[config.mk]
export PLATFORM = sky130hd
export DESIGN_NAME = relu_backward_lanes
export DESIGN_NICKNAME = d
export VERILOG_FILES = /design/src/rtl/relu_pkg.sv /design/src/rtl/relu_backward_lane.sv /design/src/rtl/relu_backward_lanes.sv
export SDC_FILE = /design/constraint.sdc
export NUM_CORES = 1
export LEC_CHECK = 0
export CORE_AREA = 4 4 164 166
export CTS_CLUSTER_DIAMETER = 200
export DETAILED_ROUTE_END_ITERATION = 6
export DIE_AREA = 0 0 168 170
export GPL_TIMING_DRIVEN = 0
export PLACE_DENSITY = 0.77
export RECOVER_POWER = 25
export SETUP_SLACK_MARGIN = 0.2
export SLEW_MARGIN = 20
export SYNTH_ARGS = -nofsm -noshare
export SYNTH_HDL_FRONTEND = slang
export SYNTH_SLANG_ARGS = --single-unit
[constraint.sdc]
create_clock -name clk -period 3.6 [get_ports clk]
set_input_delay 0.9 -clock clk [delete_from_list [all_inputs] [get_ports clk]]
set_output_delay 0.9 -clock clk [all_outputs]
set_load 0.05 [all_outputs]
[src/rtl/relu_pkg.sv]
// Shared fp32 types and helpers for the multi-lane ReLU backward block.
package relu_pkg;

    localparam int         FP32_W       = 32;
    localparam logic [7:0] FP32_EXP_MAX = 8'd255;

    typedef struct packed {
        logic        sign;
        logic [7:0]  exp;
        logic [22:0] mant;
    } fp32_t;

    // Strictly positive: sign clear and not +0. Positive Inf/NaN count as positive.
    function automatic logic fp32_is_positive(input fp32_t v);
        return !v.sign && ({v.exp, v.mant} != 31'd0);
    endfunction

endpackage

[src/rtl/relu_backward_lane.sv]
// One lane of the ReLU backward datapath, purely combinational.
// Two independent paths: classify the forward activation (feeds stage 1)
// and scale the registered gradient by 2^-NEG_SLOPE_SHIFT (feeds stage 2).
module relu_backward_lane
    import relu_pkg::*;
#(
    parameter int NEG_SLOPE_SHIFT = 13
) (
    input  logic [FP32_W-1:0] act_i,
    output logic              act_pos_o,
    input  logic              pos_i,
    input  logic [FP32_W-1:0] diff_i,
    output logic [FP32_W-1:0] diff_o
);

    localparam logic [7:0] SHIFT = NEG_SLOPE_SHIFT[7:0];

    fp32_t diff_f;

    assign diff_f    = diff_i;
    assign act_pos_o = fp32_is_positive(act_i);

    // Power-of-two scaling is an exponent subtract; anything that would
    // underflow into the denormal range is flushed to a signed zero.
    always_comb begin
        diff_o = diff_i;
        if (!pos_i) begin
            if (diff_f.exp == FP32_EXP_MAX) begin
                diff_o = diff_i;
            end else if (diff_f.exp <= SHIFT) begin
                diff_o = {diff_f.sign, 31'd0};
            end else begin
                diff_o = {diff_f.sign, diff_f.exp - SHIFT, diff_f.mant};
            end
        end
    end

endmodule

[src/rtl/relu_backward_lanes.sv]
// Multi-lane streaming ReLU backward: two-stage pipeline behind valid/ready.
// Optional non-positive lane counter enabled by RELU_BWD_STATS_EN.
module relu_backward_lanes
    import relu_pkg::*;
#(
    parameter int LANES           = 4,
    parameter int NEG_SLOPE_SHIFT = 13
) (
    input  logic                      clk,
    input  logic                      reset,
    input  logic                      in_valid,
    output logic                      in_ready,
    input  logic [FP32_W*LANES-1:0]   in_data,
    input  logic [FP32_W*LANES-1:0]   in_diff,
    output logic                      out_valid,
    input  logic                      out_ready,
    output logic [FP32_W*LANES-1:0]   out_diff,
    input  logic                      clear_count,
    output logic [31:0]               neg_count
);

    logic                      adv;
    logic [LANES-1:0]          in_pos;
    logic [FP32_W*LANES-1:0]   lane_res;

    logic                      s1_valid_q,  s1_valid_d;
    logic [LANES-1:0]          s1_pos_q,    s1_pos_d;
    logic [FP32_W*LANES-1:0]   s1_diff_q,   s1_diff_d;
    logic                      out_valid_q, out_valid_d;
    logic [FP32_W*LANES-1:0]   out_diff_q,  out_diff_d;

    // Whole pipeline advances together; output register is free or being drained.
    assign adv       = !out_valid_q || out_ready;
    assign in_ready  = adv;
    assign out_valid = out_valid_q;
    assign out_diff  = out_diff_q;

    for (genvar i = 0; i < LANES; i++) begin : g_lane
        relu_backward_lane #(
            .NEG_SLOPE_SHIFT (NEG_SLOPE_SHIFT)
        ) u_lane (
            .act_i     (in_data[FP32_W*i +: FP32_W]),
            .act_pos_o (in_pos[i]),
            .pos_i     (s1_pos_q[i]),
            .diff_i    (s1_diff_q[FP32_W*i +: FP32_W]),
            .diff_o    (lane_res[FP32_W*i +: FP32_W])
        );
    end

    // Next-state for both pipeline stages; everything holds while stalled.
    always_comb begin
        s1_valid_d  = s1_valid_q;
        s1_pos_d    = s1_pos_q;
        s1_diff_d   = s1_diff_q;
        out_valid_d = out_valid_q;
        out_diff_d  = out_diff_q;
        if (adv) begin
            s1_valid_d  = in_valid;
            s1_pos_d    = in_pos;
            s1_diff_d   = in_diff;
            out_valid_d = s1_valid_q;
            out_diff_d  = lane_res;
        end
    end

    // Pipeline registers with synchronous reset discarding in-flight beats.
    always_ff @(posedge clk) begin
        if (reset) begin
            s1_valid_q  <= 1'b0;
            s1_pos_q    <= '0;
            s1_diff_q   <= '0;
            out_valid_q <= 1'b0;
            out_diff_q  <= '0;
        end else begin
            s1_valid_q  <= s1_valid_d;
            s1_pos_q    <= s1_pos_d;
            s1_diff_q   <= s1_diff_d;
            out_valid_q <= out_valid_d;
            out_diff_q  <= out_diff_d;
        end
    end

`ifdef RELU_BWD_STATS_EN
    logic        accept;
    logic [5:0]  beat_neg;
    logic [31:0] count_base;
    logic [32:0] count_sum;
    logic [31:0] neg_count_q, neg_count_d;

    assign accept    = in_valid && adv;
    assign neg_count = neg_count_q;

    // Clear and accept in the same cycle restarts the count from this beat.
    always_comb begin
        beat_neg = '0;
        for (int i = 0; i < LANES; i++) begin
            beat_neg = beat_neg + {5'd0, !in_pos[i]};
        end
        count_base  = clear_count ? 32'd0 : neg_count_q;
        count_sum   = {1'b0, count_base} + (accept ? {27'd0, beat_neg} : 33'd0);
        neg_count_d = count_sum[32] ? 32'hFFFF_FFFF : count_sum[31:0];
    end

    // Saturating non-positive lane counter.
    always_ff @(posedge clk) begin
        if (reset) begin
            neg_count_q <= '0;
        end else begin
            neg_count_q <= neg_count_d;
        end
    end
`else
    logic unused_clear_count;

    assign unused_clear_count = clear_count;
    assign neg_count          = 32'd0;
`endif

endmodule

* Yosys cells after proc, flatten, opt, wreduce, memory -nomap -nowiden
Index checks and enable logic that the tools add are counted.
** Storage, ports and cells
- Flip-flop bits (word level) :: 262
- Output and inout bits :: 162
- Word-level logic and storage cells :: 43
- Bits of input ports :: 261
** Operators by class
- Order comparisons :: 4
- $add $sub $neg :: 4
- Muxes and demuxes :: 12
- Equality and inequality tests :: 4
- Reductions and logical operators :: 14
** Operators by type and width (count)
- $mux W31 :: 12
- $reduce_bool A31 Y1 :: 4
- $eq A8 B8 Y1 const B :: 4
- $le A8 B4 Y1 const B :: 4
- $sub A8 B4 Y8 const B :: 4
- $logic_not A1 Y1 :: 5
- $logic_and A1 B1 Y1 :: 4
- $logic_or A1 B1 Y1 :: 1

* Logic depth before layout (Yosys ltp)
Gate-level depths: netlist (run 1).
- Depth after elaboration :: 4
- Depth in mapped cells :: 7
- Depth with buffers taken out :: 6

* Cells and area by module
Synthesis (run 1) repeated with hierarchy kept, for this count alone.
** Second synthesis, totals
- Cells, all modules :: 1549
- Area total of the unflattened synthesis :: 15243.4 um^2
** By module, submodules not included
- relu_backward_lanes :: instances 1, sequential area each 5245.0 um^2, area an instance 12862.3 um^2, cells each 1227
- relu_backward_lane (g_lane[1].u_lane ...) :: instances 3, sequential area each 0.0 um^2, area an instance 608.1 um^2, cells each 80
- relu_backward_lane (g_lane[0].u_lane) :: instances 1, sequential area each 0.0 um^2, area an instance 556.8 um^2, cells each 82

* Worst setup path after synthesis (run 1)
OpenSTA, ideal clock, no wires.
- Kind :: in2out
- Start :: input out_ready
- End :: output in_ready
- Required time :: 2.700 ns
- Path buffers :: 1
- Path slack :: 1.014 ns
- Stages on the path :: 3
- Arrival time :: 1.686 ns
- Path through :: nor2b_2 inv_2 clkbuf_1
** On the way
- Longest elaborated chain between the ends :: 1
** Ends and longest elaborated chain
- start, declared :: RTL line relu_backward_lanes.sv:16 : input logic out_ready,
- $logic_or A1 B1 Y1 :: RTL line relu_backward_lanes.sv:33 : assign adv = !out_valid_q || out_ready;
- end, declared :: RTL line relu_backward_lanes.sv:12 : output logic in_ready,
Every way passes these cells.

* Worst setup path in the final report (run 1)
Same ends and word-level chain as after synthesis.

==> flow_summary_export.csv, run 1 <==
group,metric,value,unit
run_status,outcome,"finished, final reports clean",
power,irDropWorstVdd,0.345,mV
clocking,cts_buffer_depth,3,
synthesis,yosysTopAreaCell,"dfxtp_1",
floorplan,die_area,28600,um^2
timing,final-hold-violation-count,0,
route,vias_per_cell,5.09,
timing,setup_slack,209,ps
route,via_count,10300,
power,leakage,0.00631,uW
timing,fin_worst_skew,17.2,ps
floorplan,ios,423,
clocking,clock_latency,540,ps
timing,setup_viol,0,
synthesis,synth_top_family_by_area,"compound AO/OA/AOI/OAI gates",
setup_path,cp-start-kind,"input port",
place,dp_cells,1980,
setup_path,crit_path_end_kind,"output pin",
clocking,h-tree-depth,1,
synthesis,ys_top_cells_by_count,"nand2_1, dfxtp_1, a21oi_1",
route,drc,0,
floorplan,num_rows,59,
timing,min_period_over_period,94.2,%
setup_path,path_class,"input port to output pin",
place,place_hpwl,28.4,mm
global_route,grt_pass1_wl,56.0,mm
cells_and_area,finalNonFillerCells,2029,
synthesis,synth-simple-area-share,19.8,%
cells_and_area,drive_above_1_share,7.67,%
floorplan,coreArea,25600,um^2
power,p_per_area,478,nW/um^2
setup_path,critical_path.max_fanout,18,
power,finalPower,7580,uW
route,finalWirelength,36.8,mm
global_route,gr-total-overflow,0,
route,first_pass_iters,5,
route,ant_nets,0,
synthesis,synth_seq_cells,262,
route,drt-wirelength-per-cell,18.1,um
cells_and_area,syn2layout_area_growth,51.2,%
setup_path,cp.required,2700,ps
floorplan,fp.dieH,170,um
timing,post-route-min-period,3390,ps
synthesis,synthAdderAreaFrac,1.43,%
synthesis,yosys_warnings,0,
global_route,antenna_found_initial,0,
synthesis,synth_mux_area_share,0.286,%
global_route,grt_max_degree,19,
floorplan,dieWidth,168,um
synthesis,ys_async_sr_fraction,0,%
timing,drv_slew,0,
place,gp_congestion,0.934,
worst_hold_path,hold_class,"register to register",
synthesis,synth_edf_count,0,
synthesis,yosysMostFrequentCell,"nand2_1",
synthesis,ys_seq_area_share,50.0,%
global_route,grt_util_all_layers,24.2,%
clocking,cts_sinks,262,
synthesis,synth_xor_area_share,0,%
run,maxCapViolations,0,
clocking,cts-root-buf,"clkbuf_16",
synthesis,syn_avg_cell_area,8.56,um^2
clocking,ctsHoldBuffers,0,
floorplan,start_util,40.9,%
cells_and_area,final_core_util,61.9,%
global_route,first_global_vias,10300,
synthesis,synth_compound_area_share,21.5,%
synthesis,synthFlopType,"dfxtp_1",
timing,maxSlewHeadroom,41.9,%
place,place_ws,-380,ps
synthesis,netlist_area,10500,um^2
synthesis,yosysUniqueCellTypes,57,
timing,tightest_slew,872,ps
route,drtIter0Drc,633,
cells_and_area,diodes,0,
clocking,cts_tree,"yes",
timing,max_freq,295,MHz
synthesis,ys_top_cells_by_area,"dfxtp_1, nand2_1, a21oi_1, a22o_1, a22oi_1",
synthesis,synthCells,1225,
timing,finalSetupTns,0,ps
timing,rsz0062_at_grt,"false",
place,portBuffers,389,
synthesis,synth_top_area_share,50.0,%
setup_path,arrival,2490,ps
clocking,path_clk_slew,60,ps
cells_and_area,nNetsFinal,1947,
clocking,cts_made_buffers,28,
where the power goes:
part           switching [uW]  internal [uW]
combinational             809            608
sequential                122           3080
clock                    1170           1790
total                    2100           5480
flip-flops by register name, indices dropped and copies added (netlist names):
signal	flops
out_diff	128
s1_pos_q	4
s1_valid_q	1
out_valid	1
s1_diff_q	128
worst max-delay path: stages:
cell,delay (ps)
dlygate4sd3_1,550
nor2b_2,360
inv_2,270
clkdlybuf4s15_2,400
logic make-up after synthesis:
family | Yosys count
muxes | 3
adders and majority gates | 12
buffers and inverters | 136
and+or+nand+nor | 469
DFF | 262
AOI/OAI and AO/OA | 342
other | 1
path summary, 6_finish.rpt:
path	startpoint	endpoint	slack (ps)	cells past startpoint
hold / removal	s1_diff_q[85]	s1_diff_q[85]	450	2
setup reg to reg	out_valid	s1_pos_q[0]	1060	7
setup / recovery	out_ready	in_ready	210	4
hold reg to reg	s1_diff_q[85]	s1_diff_q[85]	450	2
routing by layer:
| metal | vias to the layer above | GRT usage, % | routed length [um] |
|---|---|---|---|
| met4 | 0 | 6.49 | 981 |
| li1 | 5120 | - | - |
| met3 | 61 | 6.18 | 2640 |
| met1 | 4810 | 32.1 | 16300 |
| met5 | - | 1.17 | 0 |
| met2 | 338 | 39.5 | 16900 |
timing repair:
item                                    4_1_cts  5_1_grt
endpoints found under the setup margin        1        0
gates resized for setup                       3        0
hold endpoints to repair                      0        0
buffers inserted                              0        0
stage by stage:
step	hold slack [ps]	area [um^2]
after CTS	451	15900
after global placement	437	14900
after global routing	470	15800
final	449	15800
after detailed placement	443	14900
after floorplan	432	10600
area by class of cell:
| class | instances | area, um^2 |
|---|---|---|
| multi-input combinational | 858 | 4620 |
| sequential | 262 | 5250 |
| buffer | 120 | 653 |
| clock buffer | 39 | 813 |
| timing repair buffer | 389 | 3890 |
| inverter | 15 | 56.3 |
| tap | 335 | 419 |
| clock inverter | 11 | 145 |
| fill | 2222 | 9770 |
layout by cell type (no fill, tap or decap), drive strengths merged, types with 10 or more instances in the layout:
cell / instances
a21oi: 153
a22o: 44
a22oi: 46
a311oi: 10
buf: 64
clkbuf: 95
clkdlybuf4s50: 386
conb: 32
dfxtp: 262
ha: 12
inv: 15
nand2: 304
nand4: 11
nor2: 74
nor3: 16
nor4: 35
o21ai: 30
No activity file was read; power rests on OpenSTA's default activity.
==> inputs of run 2 (changes only) <==
ABC_AREA = 1   (was default)
CORE_AREA = 4 4 162 164   (was 4 4 164 166)
DIE_AREA = 0 0 166 168   (was 0 0 168 170)
PLACE_DENSITY = 0.81   (was 0.77)
==> flow_summary_export.csv, run 2 <==
group,metric,value,unit
power,irDropWorstVdd,0.302,mV
synthesis,ys_top_cells_by_area,"dfxtp_1, o21ai_0, nor2_1, nand2_1, a21oi_1",
timing,setup_viol,0,
global_route,gr-total-overflow,0,
power,seqPwrFrac,41.0,%
timing,max_freq,296,MHz
synthesis,synthCells,1540,
setup_path,path_class,"input port to output pin",
clocking,clock_latency,530,ps
route,finalWirelength,38.8,mm
cells_and_area,syn2layout_area_growth,48.3,%
place,gp_congestion,0.940,
synthesis,synth_xor_area_share,0.158,%
global_route,grtUsageMet2,45.5,%
floorplan,coreArea,24900,um^2
timing,drv_slew,0,
global_route,first_global_vias,11400,
setup_path,critical_path.max_fanout,10,
cells_and_area,nNetsFinal,2263,
synthesis,yosysMostFrequentCell,"nor2_1",
setup_path,cp.required,2700,ps
timing,fin_worst_skew,10.1,ps
power,clockPowerShare,37.3,%
synthesis,yosysUniqueCellTypes,27,
route,drc,0,
floorplan,dieWidth,166,um
floorplan,fp.dieH,168,um
route,drt-wirelength-per-cell,16.5,um
timing,fin_hold_ws,454,ps
synthesis,netlist_area,11100,um^2
run_status,outcome,"finished, final reports clean",
timing,maxSlewHeadroom,31.8,%
route,via_count,11700,
floorplan,start_util,44.7,%
clocking,cts_sinks,262,
global_route,grt_pass1_wl,59.9,mm
clocking,h-tree-depth,1,
global_route,grt_use_met3,5.99,%
synthesis,ys_seq_area_share,47.2,%
worst_hold_path,hold_class,"register to register",
route,ant_nets,0,
route,first_pass_iters,6,
synthesis,ys_async_sr_fraction,0,%
timing,finalSetupTns,0,ps
synthesis,synth-simple-area-share,22.8,%
global_route,grt_util_all_layers,26.3,%
route,drtIter0Drc,912,
place,place_hpwl,29.4,mm
clocking,cts-root-buf,"clkbuf_16",
clocking,cts_buffer_depth,3,
cells_and_area,n_fill_cell,2176,
synthesis,yosys_warnings,0,
power,p_int,5600,uW
clocking,path_clk_slew,60,ps
setup_path,ff2ff_path_depth,7,
global_route,grt_use_met1,33.6,%
route,vias_per_cell,5.01,
synthesis,synthFlopType,"dfxtp_1",
floorplan,num_rows,58,
synthesis,synthAdderAreaFrac,1.35,%
global_route,antenna_found_initial,1,
place,portBuffers,389,
synthesis,synth_mux_area_share,0,%
global_route,grt_max_degree,14,
run,maxCapViolations,0,
floorplan,die_area,27900,um^2
synthesis,syn_avg_cell_area,7.22,um^2
timing,final-hold-violation-count,0,
power,comb_power_share,21.6,%
power,p_switching,2340,uW
clocking,ctsHoldBuffers,0,
clocking,cts_made_buffers,28,
cells_and_area,drive_above_1_share,6.91,%
clocking,cts_tree,"yes",
cells_and_area,final_cell_mix,"clkdlybuf4s50_1, nor2_1, o21ai_0, dfxtp_1, nand2_1",
timing,tightest_slew,1020,ps
synthesis,synth_top_family_by_area,"simple AND/OR/NAND/NOR gates",
synthesis,synth_top_area_share,47.2,%
power,netSwitchingFraction,29.5,%
power,p_per_area,482,nW/um^2
timing,rsz0062_at_grt,"false",
synthesis,yosysTopAreaCell,"dfxtp_1",
timing,min_period_over_period,93.8,%
cells_and_area,mostFrequentLayoutCell,"clkdlybuf4s50_1",
synthesis,ys_top_cells_by_count,"nor2_1, o21ai_0, dfxtp_1",
synthesis,synth_seq_cells,262,
global_route,grt_most_used_layer,"met2",
setup_path,arrival,2480,ps
timing,post-route-min-period,3380,ps
worst_hold_path,hold_depth,2,
power,leakage,0.00704,uW
setup_path,cp-start-kind,"input port",
floorplan,ios,423,
synthesis,synth_edf_count,0,
synthesis,synth_compound_area_share,19.5,%
setup_path,crit_path_end_kind,"output pin",
-- run 2: changes by cell type after synthesis, moves of 7 or more --
cell / delta
nand2_2: +10
nand3_1: +19
nand2_1: -60
o211ai_1: -8
a311oi_1: -10
a22o_1: -44
a22oi_1: -46
nor3_1: -16
inv_1: +60
nor2_1: +242
o21bai_1: -7
nor4_1: -31
o21ai_0: +247
-- run 2: power by group through the flow --
stage / clock (uW) / sequential [uW] / combinational (uW)
floorplan: 0 / 3690 / 616
global placement: 0 / 3310 / 1690
detailed placement: 0 / 3320 / 1710
CTS: 3010 / 3260 / 1720
global route: 3120 / 3280 / 1850
finish: 2960 / 3260 / 1720
-- run 2: metal layers --
layer	vias up	routed length [um]
met5	-	0
met2	391	18700
li1	5849	-
met4	0	862
met1	5424	16300
met3	64	2990
-- run 2: critical path, stage by stage --
cell and delay, ps:
clkdlybuf4s50_1 400, nor2_1 240, buf_6 230, inv_4 100
buf_4 200, buf_4 190, buf_4 200
-- run 2: final timing paths --
| check | slack [ps] | end | start |
|---|---|---|---|
| hold reg to reg | 450 | out_diff[46] | s1_diff_q[46] |
| hold / removal | 450 | out_diff[46] | s1_diff_q[46] |
| setup / recovery | 220 | in_ready | out_ready |
| setup reg to reg | 1180 | s1_pos_q[0] | out_valid |
-- run 2: through the flow --
stage / power [uW] / instance area, um^2 / utilization (%) / instances / setup WS, ps
floorplan: 4300 / 11200 / - / 1571 / 1080
global placement: 5000 / 15500 / 62.4 / 2290 / -481
detailed placement: 5020 / 15500 / 62.4 / 2290 / -468
CTS: 7990 / 16500 / 66.3 / 2342 / 217
global route: 8250 / 16500 / 66.2 / 2343 / 137
finish: 7940 / 16500 / 66.2 / 2343 / 222
-- run 2: area by class of cell --
class                      count  area (um^2)  share of cell area, %
buffer                       126          692                   4.20
tap                          330          413                   2.51
antenna                        1         2.50                 0.0152
clock buffer                  41          821                   4.98
timing repair buffer         389         3890                   23.6
inverter                      77          292                   1.77
multi-input combinational   1106         4990                   30.3
sequential                   262         5250                   31.8
clock inverter                11          140                  0.850
-- run 2: timing repair --
item / 4_1_cts / 5_1_grt
setup buffers: 0 / 0
gates resized for setup: 7 / 2
setup endpoints to repair: 1 / 1
-- run 2: cells by family (layout without fill, tap and decap cells) --
family,count (synthesis),in the layout
buf+inv,203,644
other cells,1,33
fa+ha+maj,12,12
flops,262,262
xor+xnor,2,2
compound gates,432,432
simple gates,628,628
==> variant (settings of run 2) <==
Add a define of `RELU_BWD_STATS_EN`.
--- a/src/rtl/relu_backward_lanes.sv
+++ b/src/rtl/relu_backward_lanes.sv
@@ -2,2 +2,4 @@
 // Optional non-positive lane counter enabled by RELU_BWD_STATS_EN.
+`define RELU_BWD_STATS_EN
+
 module relu_backward_lanes
Check against the original RTL: not equivalent (Yosys sat finds a counterexample within 4 cycles, from zero or initial values and one cycle with reset high).
==> variant against run 2 <==
The run now ends with design-rule violations left; sequential share of layout area shrank 1.1 points; non-clock buffer count grew 36; final area grew 16%; sequential power grew 11%; sequential cell count grew 32; clock skew grew 0.0042 ns; routed wire length grew 18%; setup slack lost 0.16 ns; clock power grew 11%; total power grew 7.1%; first-iteration DRC count shrank 3.3%; die area is the same; synthesized area grew 17%; hold slack lost 0.0014 ns; largest cell class is now multi-input combinational cells.
==> variant: results (changes against run 2) <==
** Detailed routing
- Detailed-router iteration count before antenna repair :: 7 (+1)
- Highest routed metal layer :: met5
- Wire length on met2 :: 22900 um (+23%)
- The wire length on met3 is 3640 um (+22%).
- The average vias per placed instance is 5.27 (+5.2%).
- The DRC violation count after routing is 4 (+4).
- The total routed wire length on the met1 layer was 17800 um (+9.6%).

** Clocking
- The count of instances resized after the clock tree is built is 282 (+275).
- Setup fix buffers added after clock tree synthesis :: 12 (+12)
- Source-to-sink clock delay at the later pin of the worst-skew pair :: 0.55 ns (+0.02 ns)
- The total CTS buffers is 30 (+7.1%).

** Worst setup path
- The delay contributed by the slowest stage of the critical path is 0.66 ns (+0.26 ns).
- Slowest library cell on the worst path :: clkbuf_1

** Placement
- The placed standard-cell area came to 17700 sq um (+14%).
- Routability-driven placement congestion ratio :: 0.948 (+0.87%)
- DP HPWL :: 34600 um (+18%)

** Run status
- Result of the run :: finished, violations left
- Violated checks :: design-rule violations

** GRT
- Wire length of the first global-routing pass :: 71000 um (+19%)
- The number of antenna violations at the first check in global routing is 4 (+3).
- The met1 capacity usage during global routing came to 35.8% (+2.2 points).
- The global-route met2 utilization is 56.4% (+11 points).
- The number of global-route vias before repair was 13700 (+20%).
- Global-route usage over all layers :: 31.0% (+4.7 points)
- Global Route met3 Usage :: 7.72% (+1.7 points)

** Power
- The peak supply drop came to 396 uV (+31%).

** Finish
- Share of post-route cells with drive strength above 1 :: 10.3% (+3.4 points)
- The count of nets after finishing is 2591 (+14%).

** Synth
- Commonest cells in the synthesized netlist :: 383 x nor2_1, 320 x nand2_1, 294 x dfxtp_1
- Leading cell types by total area after synthesis :: dfxtp_1 45%, nor2_1 11%, o21ai_0 11%

** STA
- The clock skew after layout was 0.0142 ns (+0.00417 ns).
[variant: cell families (layout without fill, tap and decap cells)]
family                   after synthesis  after routing  synth area share, %
AND/OR/NAND/NOR                      824            824                 26.3
other                                  0              1                    0
adder cells (fa/ha/maj)               19             19                 1.95
AO/OA/AOI/OAI                        460            460                 18.0
buffers and inverters                217            717                 7.02
flip-flops                           294            294                 45.4
XOR/XNOR                              20             20                 1.35
[variant: area by class of cell]
type | count | area, sq um | share of cell area, %
antenna | 1 | 2.50 | 0.0131
buffer | 106 | 518 | 2.71
clock buffer | 42 | 877 | 4.58
clock inverter | 13 | 176 | 0.922
inverter | 111 | 422 | 2.20
multi-input combinational | 1323 | 6520 | 34.1
sequential | 294 | 5890 | 30.8
tap | 330 | 413 | 2.16
timing repair buffer | 445 | 4320 | 22.6
[variant: worst paths after layout]
check	from	end	slack [ns]	cells after the start
max reg2reg	out_valid	out_valid	0.58	7
min reg2reg	s1_diff_q[7]	out_diff[7]	0.45	2
min	s1_diff_q[7]	out_diff[7]	0.45	2
max	out_ready	out_valid	0.06	7
[variant: through the flow]
stage / setup WS [ns] / instances / hold slack (ns)
2_1_floorplan: -0.122 / 1834 / 0.438
3_3_place_gp: -1.19 / 2586 / 0.444
3_5_place_dp: -1.29 / 2586 / 0.452
4_1_cts: 0.154 / 2655 / 0.458
5_1_grt: -0.0367 / 2665 / 0.469
6_report: 0.0608 / 2665 / 0.453
[variant: power by group]
part / switching [mW] / total, mW / internal, mW / leakage, nW
sequential: 0.141 / 3.61 / 3.47 / 2.43
combinational: 0.961 / 1.60 / 0.635 / 5.20
clock: 1.31 / 3.30 / 1.98 / 0.512
